[src/rtl/alu_result_stage.sv]
// alu_result_stage: EX/MEM result register with MIPS signed-overflow trap handling
module alu_result_stage #(
   parameter bit TRAP_EN = 1'b1,
   parameter int CNT_W   = 16
) (
   input  logic             clk,
   input  logic             reset,
   input  logic             in_valid,
   input  logic [31:0]      in_S,
   input  logic             in_Z,
   input  logic             in_V,
   input  logic             in_N,
   input  logic             in_sign,
   input  logic             in_wr_en,
   input  logic [4:0]       in_wr_addr,
   input  logic [31:0]      in_pc,
   input  logic             stall,
   input  logic             flush,
   input  logic             exc_ack,
   output logic             out_valid,
   output logic [31:0]      out_S,
   output logic             out_Z,
   output logic             out_V,
   output logic             out_N,
   output logic             out_wr_en,
   output logic [4:0]       out_wr_addr,
   output logic             exc_req,
   output logic [31:0]      exc_pc,
   output logic             busy,
   output logic [CNT_W-1:0] trap_cnt
);
   typedef enum logic {RUN, TRAP} state_t;
   state_t r_state, w_state_next;
   logic             r_valid, r_Z, r_V, r_N, r_wr_en, r_exc_req;
   logic [31:0]      r_S, r_exc_pc;
   logic [4:0]       r_wr_addr;
   logic [CNT_W-1:0] r_cnt;
   logic             w_run, w_cap, w_trap, w_take;
   assign w_run  = (r_state == RUN);
   assign w_cap  = w_run & ~flush & ~stall & in_valid;
   assign w_trap = TRAP_EN & in_sign & in_V;
   assign w_take = w_cap & w_trap;
   // Next state: enter TRAP on a captured overflow, leave it only on CP0 acknowledge
   always_comb begin
      w_state_next = w_run ? (w_take ? TRAP : RUN) : (exc_ack ? RUN : TRAP);
   end
   // State register
   always_ff @(posedge clk) begin
      if (reset) r_state <= RUN;
      else       r_state <= w_state_next;
   end
   // Result/flag pipeline register and exception request; TRAP squashes the stage until acked
   always_ff @(posedge clk) begin
      if (reset) begin
         r_valid   <= 1'b0;
         r_S       <= '0;
         r_Z       <= 1'b0;
         r_V       <= 1'b0;
         r_N       <= 1'b0;
         r_wr_en   <= 1'b0;
         r_wr_addr <= '0;
         r_exc_req <= 1'b0;
         r_exc_pc  <= '0;
      end else if (!w_run) begin
         r_valid <= 1'b0;
         r_wr_en <= 1'b0;
         if (exc_ack) r_exc_req <= 1'b0;
      end else if (flush) begin
         r_valid <= 1'b0;
         r_wr_en <= 1'b0;
      end else if (!stall) begin
         if (in_valid) begin
            r_valid   <= 1'b1;
            r_S       <= in_S;
            r_Z       <= in_Z;
            r_V       <= in_V;
            r_N       <= in_N;
            r_wr_addr <= in_wr_addr;
            r_wr_en   <= in_wr_en & ~w_trap;
            if (w_trap) begin
               r_exc_req <= 1'b1;
               r_exc_pc  <= in_pc;
            end
         end else begin
            r_valid <= 1'b0;
            r_wr_en <= 1'b0;
         end
      end
   end
   // Saturating count of traps taken
   always_ff @(posedge clk) begin
      if (reset)                  r_cnt <= '0;
      else if (w_take && ~&r_cnt) r_cnt <= r_cnt + CNT_W'(1);
   end
   assign out_valid   = r_valid;
   assign out_S       = r_S;
   assign out_Z       = r_Z;
   assign out_V       = r_V;
   assign out_N       = r_N;
   assign out_wr_en   = r_wr_en;
   assign out_wr_addr = r_wr_addr;
   assign exc_req     = r_exc_req;
   assign exc_pc      = r_exc_pc;
   assign busy        = ~w_run;
   assign trap_cnt    = r_cnt;
endmodule

[config.mk]
export PLATFORM = sky130hd
export DESIGN_NAME = alu_result_stage
export DESIGN_NICKNAME = d
export VERILOG_FILES = /design/src/rtl/alu_result_stage.sv
export SDC_FILE = /design/constraint.sdc
export NUM_CORES = 1
export LEC_CHECK = 0
export CORE_MARGIN = 5
export CORE_UTILIZATION = 40
export DETAILED_ROUTE_END_ITERATION = 7
export PLACE_DENSITY = 0.81
export SLEW_MARGIN = 20
export SYNTH_ARGS = -nofsm -noshare
export SYNTH_HDL_FRONTEND = slang
export SYNTH_SLANG_ARGS = --single-unit
[constraint.sdc]
create_clock -name clk -period 3.6 [get_ports clk]
set_clock_uncertainty 0.15 [all_clocks]
set_input_delay 0.72 -clock clk [delete_from_list [all_inputs] [get_ports clk]]
set_output_delay 0.72 -clock clk [all_outputs]
set_load 0.02 [all_outputs]
======== After elaboration in Yosys (flattened, before gate mapping) ========
Index checks and enable logic that the tools add are counted.
word-level totals
  bits in registers ....................... 92
  bits in latches ......................... 0
  memory bits (writable) .................. 0
  memory bits (read-only) ................. 0
  output and inout port bits .............. 92
  logic and storage cells ................. 45
  memories ................................ 0
operators by class
  add/sub/neg operators ................... 1
  $mul .................................... 0
  div/mod/pow operators ................... 0
  magnitude comparators ................... 0
  equal/unequal tests ..................... 3
  shifts and indexed selects .............. 0
  mux-type cells .......................... 11
  bitwise logic cells ..................... 10
  reduce and logical (&&, ||, !) cells .... 9
operators by type and width
  operator                 number
  $add A16 B1 Y16 const B  1
  $reduce_and A16 Y1       1
  $mux W1                  11
  $reduce_and A5 Y1        2
  $and A1 B1 Y1            6
  $ne A2 B1 Y1 const B     2
  $not A1 Y1               4
  $reduce_and A4 Y1        1
  $reduce_bool A2 Y1       2
  $reduce_or A3 Y1         1
  $ne A2 B2 Y1 const B     1
  $logic_and A1 B1 Y1      1
  $logic_not A1 Y1         1

======== Longest topological paths before layout ========
Gate-level depths: netlist of the first run.
  depth in word-level cells ............... 7
  gate-level depth with buffers ........... 6

======== Least setup slack after synthesis of the first run ========
Ideal clock, no wire load.
  path type ............................... input -> register
  start point ............................. in stall
  end point ............................... reg r_cnt[10], in the netlist trap_cnt[10]
  library setup time ...................... 0.121 ns
  arrival ................................. 2.498 ns
  slack ................................... 0.831 ns
  stages on the path ...................... 6
  path through ............................ or4b_1 -> buf_2 -> or3_1 -> buf_6 -> nor4_1 -> mux2_2
between the ends
  word-level cells in the longest chain between the ends .. 5
ends and longest elaborated chain
  item                        line  RTL
  from (decl)                 17    input logic stall,
  $not A1 Y1 (no line)        n/a
  $and A1 B1 Y1 (2 in a row)  40    assign w_cap = w_run & ~flush & ~stall & in_valid;
  $and A1 B1 Y1               42    assign w_take = w_cap & w_trap;
  $logic_and A1 B1 Y1         93    else if (w_take && ~&r_cnt) r_cnt <= r_cnt + CNT_W'(1);
  to (signal assigned)        93
  to (decl)                   37    logic [CNT_W-1:0] r_cnt;
No other way between the ends.
A chain may end at the register's enable or synchronous reset.

======== Worst setup path after layout of the first run ========
Ends and elaborated chain as after synthesis.

==> results of run 1 <==
layout make-up:
type | count | area, um2 | area share (%)
clock inverter | 7 | 98.8 | 1.81
multi-input combinational | 305 | 1470 | 27.0
tap | 105 | 131 | 2.41
inverter | 3 | 11.3 | 0.206
sequential | 92 | 1840 | 33.7
timing repair buffer | 179 | 1780 | 32.6
clock buffer | 9 | 124 | 2.27
logic make-up (layout without fill, tap and decap cells):
kind of cell	after synthesis	after routing	synth area share, %
buf+inv	31	198	3.66
mux	3	3	0.987
flops	92	92	53.8
compound gates	102	102	15.7
simple gates	199	199	25.5
fa+ha+maj	1	1	0.366
path summary, 6_finish.rpt:
kind | start | end | slack, ns | depth (start not counted)
worst max-delay path | stall | trap_cnt[10]$_SDFFE_PP0P_ | 0.62 | 5
worst min-delay path | exc_pc[27]$_SDFFE_PP0P_ | exc_pc[27]$_SDFFE_PP0P_ | 0.31 | 2
worst max register to register | busy$_SDFF_PP0_ | trap_cnt[10]$_SDFFE_PP0P_ | 1.13 | 4
worst min register to register | exc_pc[27]$_SDFFE_PP0P_ | exc_pc[27]$_SDFFE_PP0P_ | 0.31 | 2
report_power, final:
part / internal (mW) / total (mW) / switching [mW] / leakage [nW]
logic: 0.127 / 0.222 / 0.0950 / 0.958
clock network: 0.395 / 0.761 / 0.367 / 0.110
registers: 1.04 / 1.05 / 0.0102 / 0.745
flip-flops by register name, summed over array words and instances, names as in the netlist:
signal	cells
out_V	1
out_wr_en	1
out_Z	1
exc_pc	32
out_N	1
out_wr_addr	5
exc_req	1
out_S	32
out_valid	1
trap_cnt	16
busy	1
per-stage QoR:
stage               hold slack, ns  worst slack, ns  power, mW  cell area, um2  std cells
CTS                          0.308            0.649       2.05            5460        700
finish                       0.306            0.619       2.03            5460        700
global placement             0.291            0.330       1.29            5240        684
floorplan                    0.383            0.831       1.15            3420        428
global route                 0.329            0.550       2.12            5460        700
detailed placement           0.296            0.274       1.29            5240        684
placed cells by master (no fill, tap or decap), drive strengths merged, types with 2 or more instances in the layout:
cell type      instances
nand3                  3
dfxtp                 92
nand4                  5
clkinv                 3
nor4                   5
bufinv                 2
nor2                   6
or3                    6
nor4b                  2
or4                    7
o21ai                  5
buf                    9
o31ai                  7
nand2                153
clkdlybuf4s50        170
inv                    4
a21oi                 88
nor2b                  3
clkbuf                 9
mux2                   3
per-layer routing:
metal,wire (um),GRT usage [%],vias up
li1,-,-,1767
met5,0,0,-
met1,3880,21.4,1596
met4,153,5.85,0
met3,798,6.35,16
met2,5210,33.4,126
worst reg2reg max path, cell delays in order (launching register included):
cell     delay [ns]
dfxtp_1        0.41
or4b_1         0.56
or3_1          0.51
nor4_1         0.37
mux2_2         0.37
==> flow_summary.toml, run 1 <==
[finish]
antenna_cells = 0
area_growth_pct = 59.5
drive_gt1_share_pct = 5.55
layout.nets = 671
nFillCells = 701
postLayoutCoreUtil_pct = 66.1

[power]
power_density_mw_per_mm2 = 372
max-vdd-ir-drop_uv = 284
leakage_nw = 1.81

[placement]
hpwl_mm = 7.49
gp_congestion = 0.804
port_buffers = 171

[logic_synthesis]
synth.yosys.warnings = 0
synth_edf_count = 0
yosys.cell_count.top_type = "nand2_1"
synth_top_area_cell = "dfxtp_1"
synth_area_mm2 = 0.00342
yosysSeqAreaShare_pct = 53.8
avgSynthCellArea_um2 = 7.99
syn-num-nets = 509
synthTopCellsByArea = "dfxtp_1 (54%), nand2_1 (17%), a21oi_1 (13%)"
async_reset_ff_share_pct = 0
syn_inst = 428
yosysTopAreaCellShare_pct = 53.8
yosys-top-cells-count = "nand2_1 (153), dfxtp_1 (92), a21oi_1 (88)"
synth-seq-cells = 92
synthDistinctLibCells = 31
ys.flop_type = "dfxtp_1"

[floorplan]
start_util_pct = 41.4
fp-row-count = 33
io_pins = 172
fp.dieW_um = 102
die_y_um = 102
dieArea_mm2 = 0.0105
core_area_mm2 = 0.00826

[global_routing]
antenna_found_initial = 0
grt-ovfl-total = 0
grt_pass1_wl_mm = 15.9
grt_max_degree = 52
grt_use_total_pct = 18.9
grt_pass1_vias = 3416

[detailed_routing]
viasPerCell = 5.01
drcViolationCount = 0
final_antenna_net_count = 0
first_pass_iters = 4
drt_iter0_drc = 91
wire_per_inst_um = 14.3
via_count = 3505
totalWireLength_mm = 10.0

[clocking]
clock_path_buffers = 2
cts_hold_buf = 0
cts_made_buffers = 9
clock_sinks = 92
cts_repair_resize_count = 0
postCtsSetupBuffers = 0
clk_pin_slew_ns = 0.09
h-tree-depth = 3
root_buffer = "clkbuf_8"
cts_tree = "yes"
clk_latency_ns = 0.34

[worst_setup_path]
worstSetupStartpointType = "input port"
critPathRequiredTime_ns = 3.69
path_buf_inv = 1
crit_arrival_ns = 3.07
crit_fanout = 11
path_cells = "clkdlybuf4s50_1, or4b_1, or3_1, nor4_1, mux2_2"
slowest_delay_ns = 0.58
end_kind = "flip-flop"
crit_family = "simple AND/OR/NAND/NOR gates"
critPathKind = "input port to flip-flop"
slowest_stage = "or4b_1"

[timing]
slew_viol_final = 0
fin_tns_setup_ns = 0
finalSetupViolCount = 0
worstMarginPinSlew_ns = 0.939
grt_setup_unrepaired = "no"
slew-limit-headroom_pct = 37.4
clock.fmax_ghz = 0.336
finalCritPeriodShare_pct = 82.8
period_needed_ns = 2.98
hold_viol_final = 0

[run]
maxCapViolCount = 0

[hold_path]
hp-class = "flip-flop to flip-flop"

[status]
outcome = "completed"
Note: power is estimated with default switching activity, not from simulation.
==> run 2: changes to the inputs <==
==> constraint.sdc (replaced) <==
create_clock -name clk -period 2.8 [get_ports clk]
set_clock_uncertainty 0.15 [all_clocks]
set_input_delay 0.56 -clock clk [delete_from_list [all_inputs] [get_ports clk]]
set_output_delay 0.56 -clock clk [all_outputs]
set_load 0.02 [all_outputs]
==> flow_summary.toml, run 2 (same netlist as run 1, synthesis figures left out) <==
[worst_setup_path]
crit_path_start = "stall"
end_kind = "flip-flop"
critPathKind = "input port to flip-flop"
slowest_delay_ns = 0.59
crit_arrival_ns = 2.79
path_cells = "clkdlybuf4s50_1, or4b_1, or3_1, nor4_1, mux2_2"
reg2reg_from = "busy$_SDFF_PP0_"
crit_fanout = 8
critPathRequiredTime_ns = 2.88
slowest_stage = "or4b_1"
reg2reg_slack_ns = 0.45
worstSetupStartpointType = "input port"

[clocking]
clock_path_buffers = 2
cts_repair_resize_count = 0
root_buffer = "clkbuf_8"
clock_sinks = 92
cts_hold_buf = 0
cts_made_buffers = 9
clk_pin_slew_ns = 0.08
cts_tree = "yes"
h-tree-depth = 3
clk_latency_ns = 0.35
postCtsSetupBuffers = 0

[finish]
area_growth_pct = 61.6
layout_commonest_cell = "clkdlybuf4s50_1"
drive_gt1_share_pct = 6.63
final_cell_mix = "clkdlybuf4s50_1 (170), nand2_1 (153), dfxtp_1 (92)"
layout.nets = 680
postLayoutCoreUtil_pct = 67.0
antenna_cells = 0

[detailed_routing]
totalWireLength_mm = 10.3
first_pass_iters = 4
viasPerCell = 5.03
drt_iter0_drc = 91
wire_per_inst_um = 14.5
drcViolationCount = 0
final_antenna_net_count = 0
via_count = 3563

[global_routing]
grt_use_total_pct = 19.4
grt-ovfl-total = 0
grt_pass1_vias = 3398
grt_max_degree = 42
antenna_found_initial = 0
grt_pass1_wl_mm = 16.3

[floorplan]
fp.dieW_um = 102
die_y_um = 102
start_util_pct = 41.4
io_pins = 172
fp-row-count = 33
core_area_mm2 = 0.00826
dieArea_mm2 = 0.0105

[power]
max-vdd-ir-drop_uv = 374
leakage_nw = 1.86
power_density_mw_per_mm2 = 487

[timing]
grt_setup_unrepaired = "no"
finalCritPeriodShare_pct = 96.9
setup_slack_ns = 0.0879
slew_viol_final = 0
period_needed_ns = 2.71
worstMarginPinSlew_ns = 0.749
hold_viol_final = 0
finalSetupViolCount = 0
slew-limit-headroom_pct = 49.6
clock.fmax_ghz = 0.369
fin_tns_setup_ns = 0

[status]
outcome = "completed"

[run]
maxCapViolCount = 0

[placement]
port_buffers = 171
dp_slack_ns = -0.285
gp_congestion = 0.813
hpwl_mm = 7.71

[hold_path]
hp-class = "flip-flop to flip-flop"
worstHoldStart = "exc_pc[28]$_SDFFE_PP0P_"
run 2: cell type report:
| cell class | instances | area, um2 |
|---|---|---|
| Tap cell | 105 | 131 |
| Timing Repair Buffer | 188 | 1830 |
| Inverter | 3 | 11.3 |
| Fill cell | 699 | 2730 |
| Clock inverter | 4 | 97.6 |
| Clock buffer | 11 | 141 |
| Sequential cell | 92 | 1840 |
| Multi-Input combinational cell | 305 | 1470 |
run 2: where the power goes:
part	switching (mW)	internal, mW
Sequential	0.0129	1.33
Combinational	0.124	0.166
Clock	0.446	0.614
run 2: worst max-delay path, delay by kind of cell:
family,cells,cell delay [ns]
buf+inv,1,0.43
mux,1,0.38
simple gates,3,1.42
run 2: metal layers:
layer	track usage [%]	share of wire, %	vias up
li1	-	-	1777
met1	22.3	38	1658
met2	33.3	51	110
met3	6.69	8.1	18
met4	7.16	2.1	0
met5	0	0	-
run 2: final timing paths:
kind / end / cells past startpoint
setup / recovery: trap_cnt[10]$_SDFFE_PP0P_ / 5
hold / removal: exc_pc[28]$_SDFFE_PP0P_ / 2
setup reg to reg: trap_cnt[10]$_SDFFE_PP0P_ / 4
hold reg to reg: exc_pc[28]$_SDFFE_PP0P_ / 2
run 2: stage by stage:
step                std cells  instance area, um2  power (mW)  hold slack [ns]
detailed placement        693                5290        1.67            0.296
CTS                       708                5530        2.72            0.308
floorplan                 428                3420        1.48            0.383
global placement          693                5290        1.66            0.291
global route              708                5530        2.81            0.319
finish                    708                5530        2.70            0.303
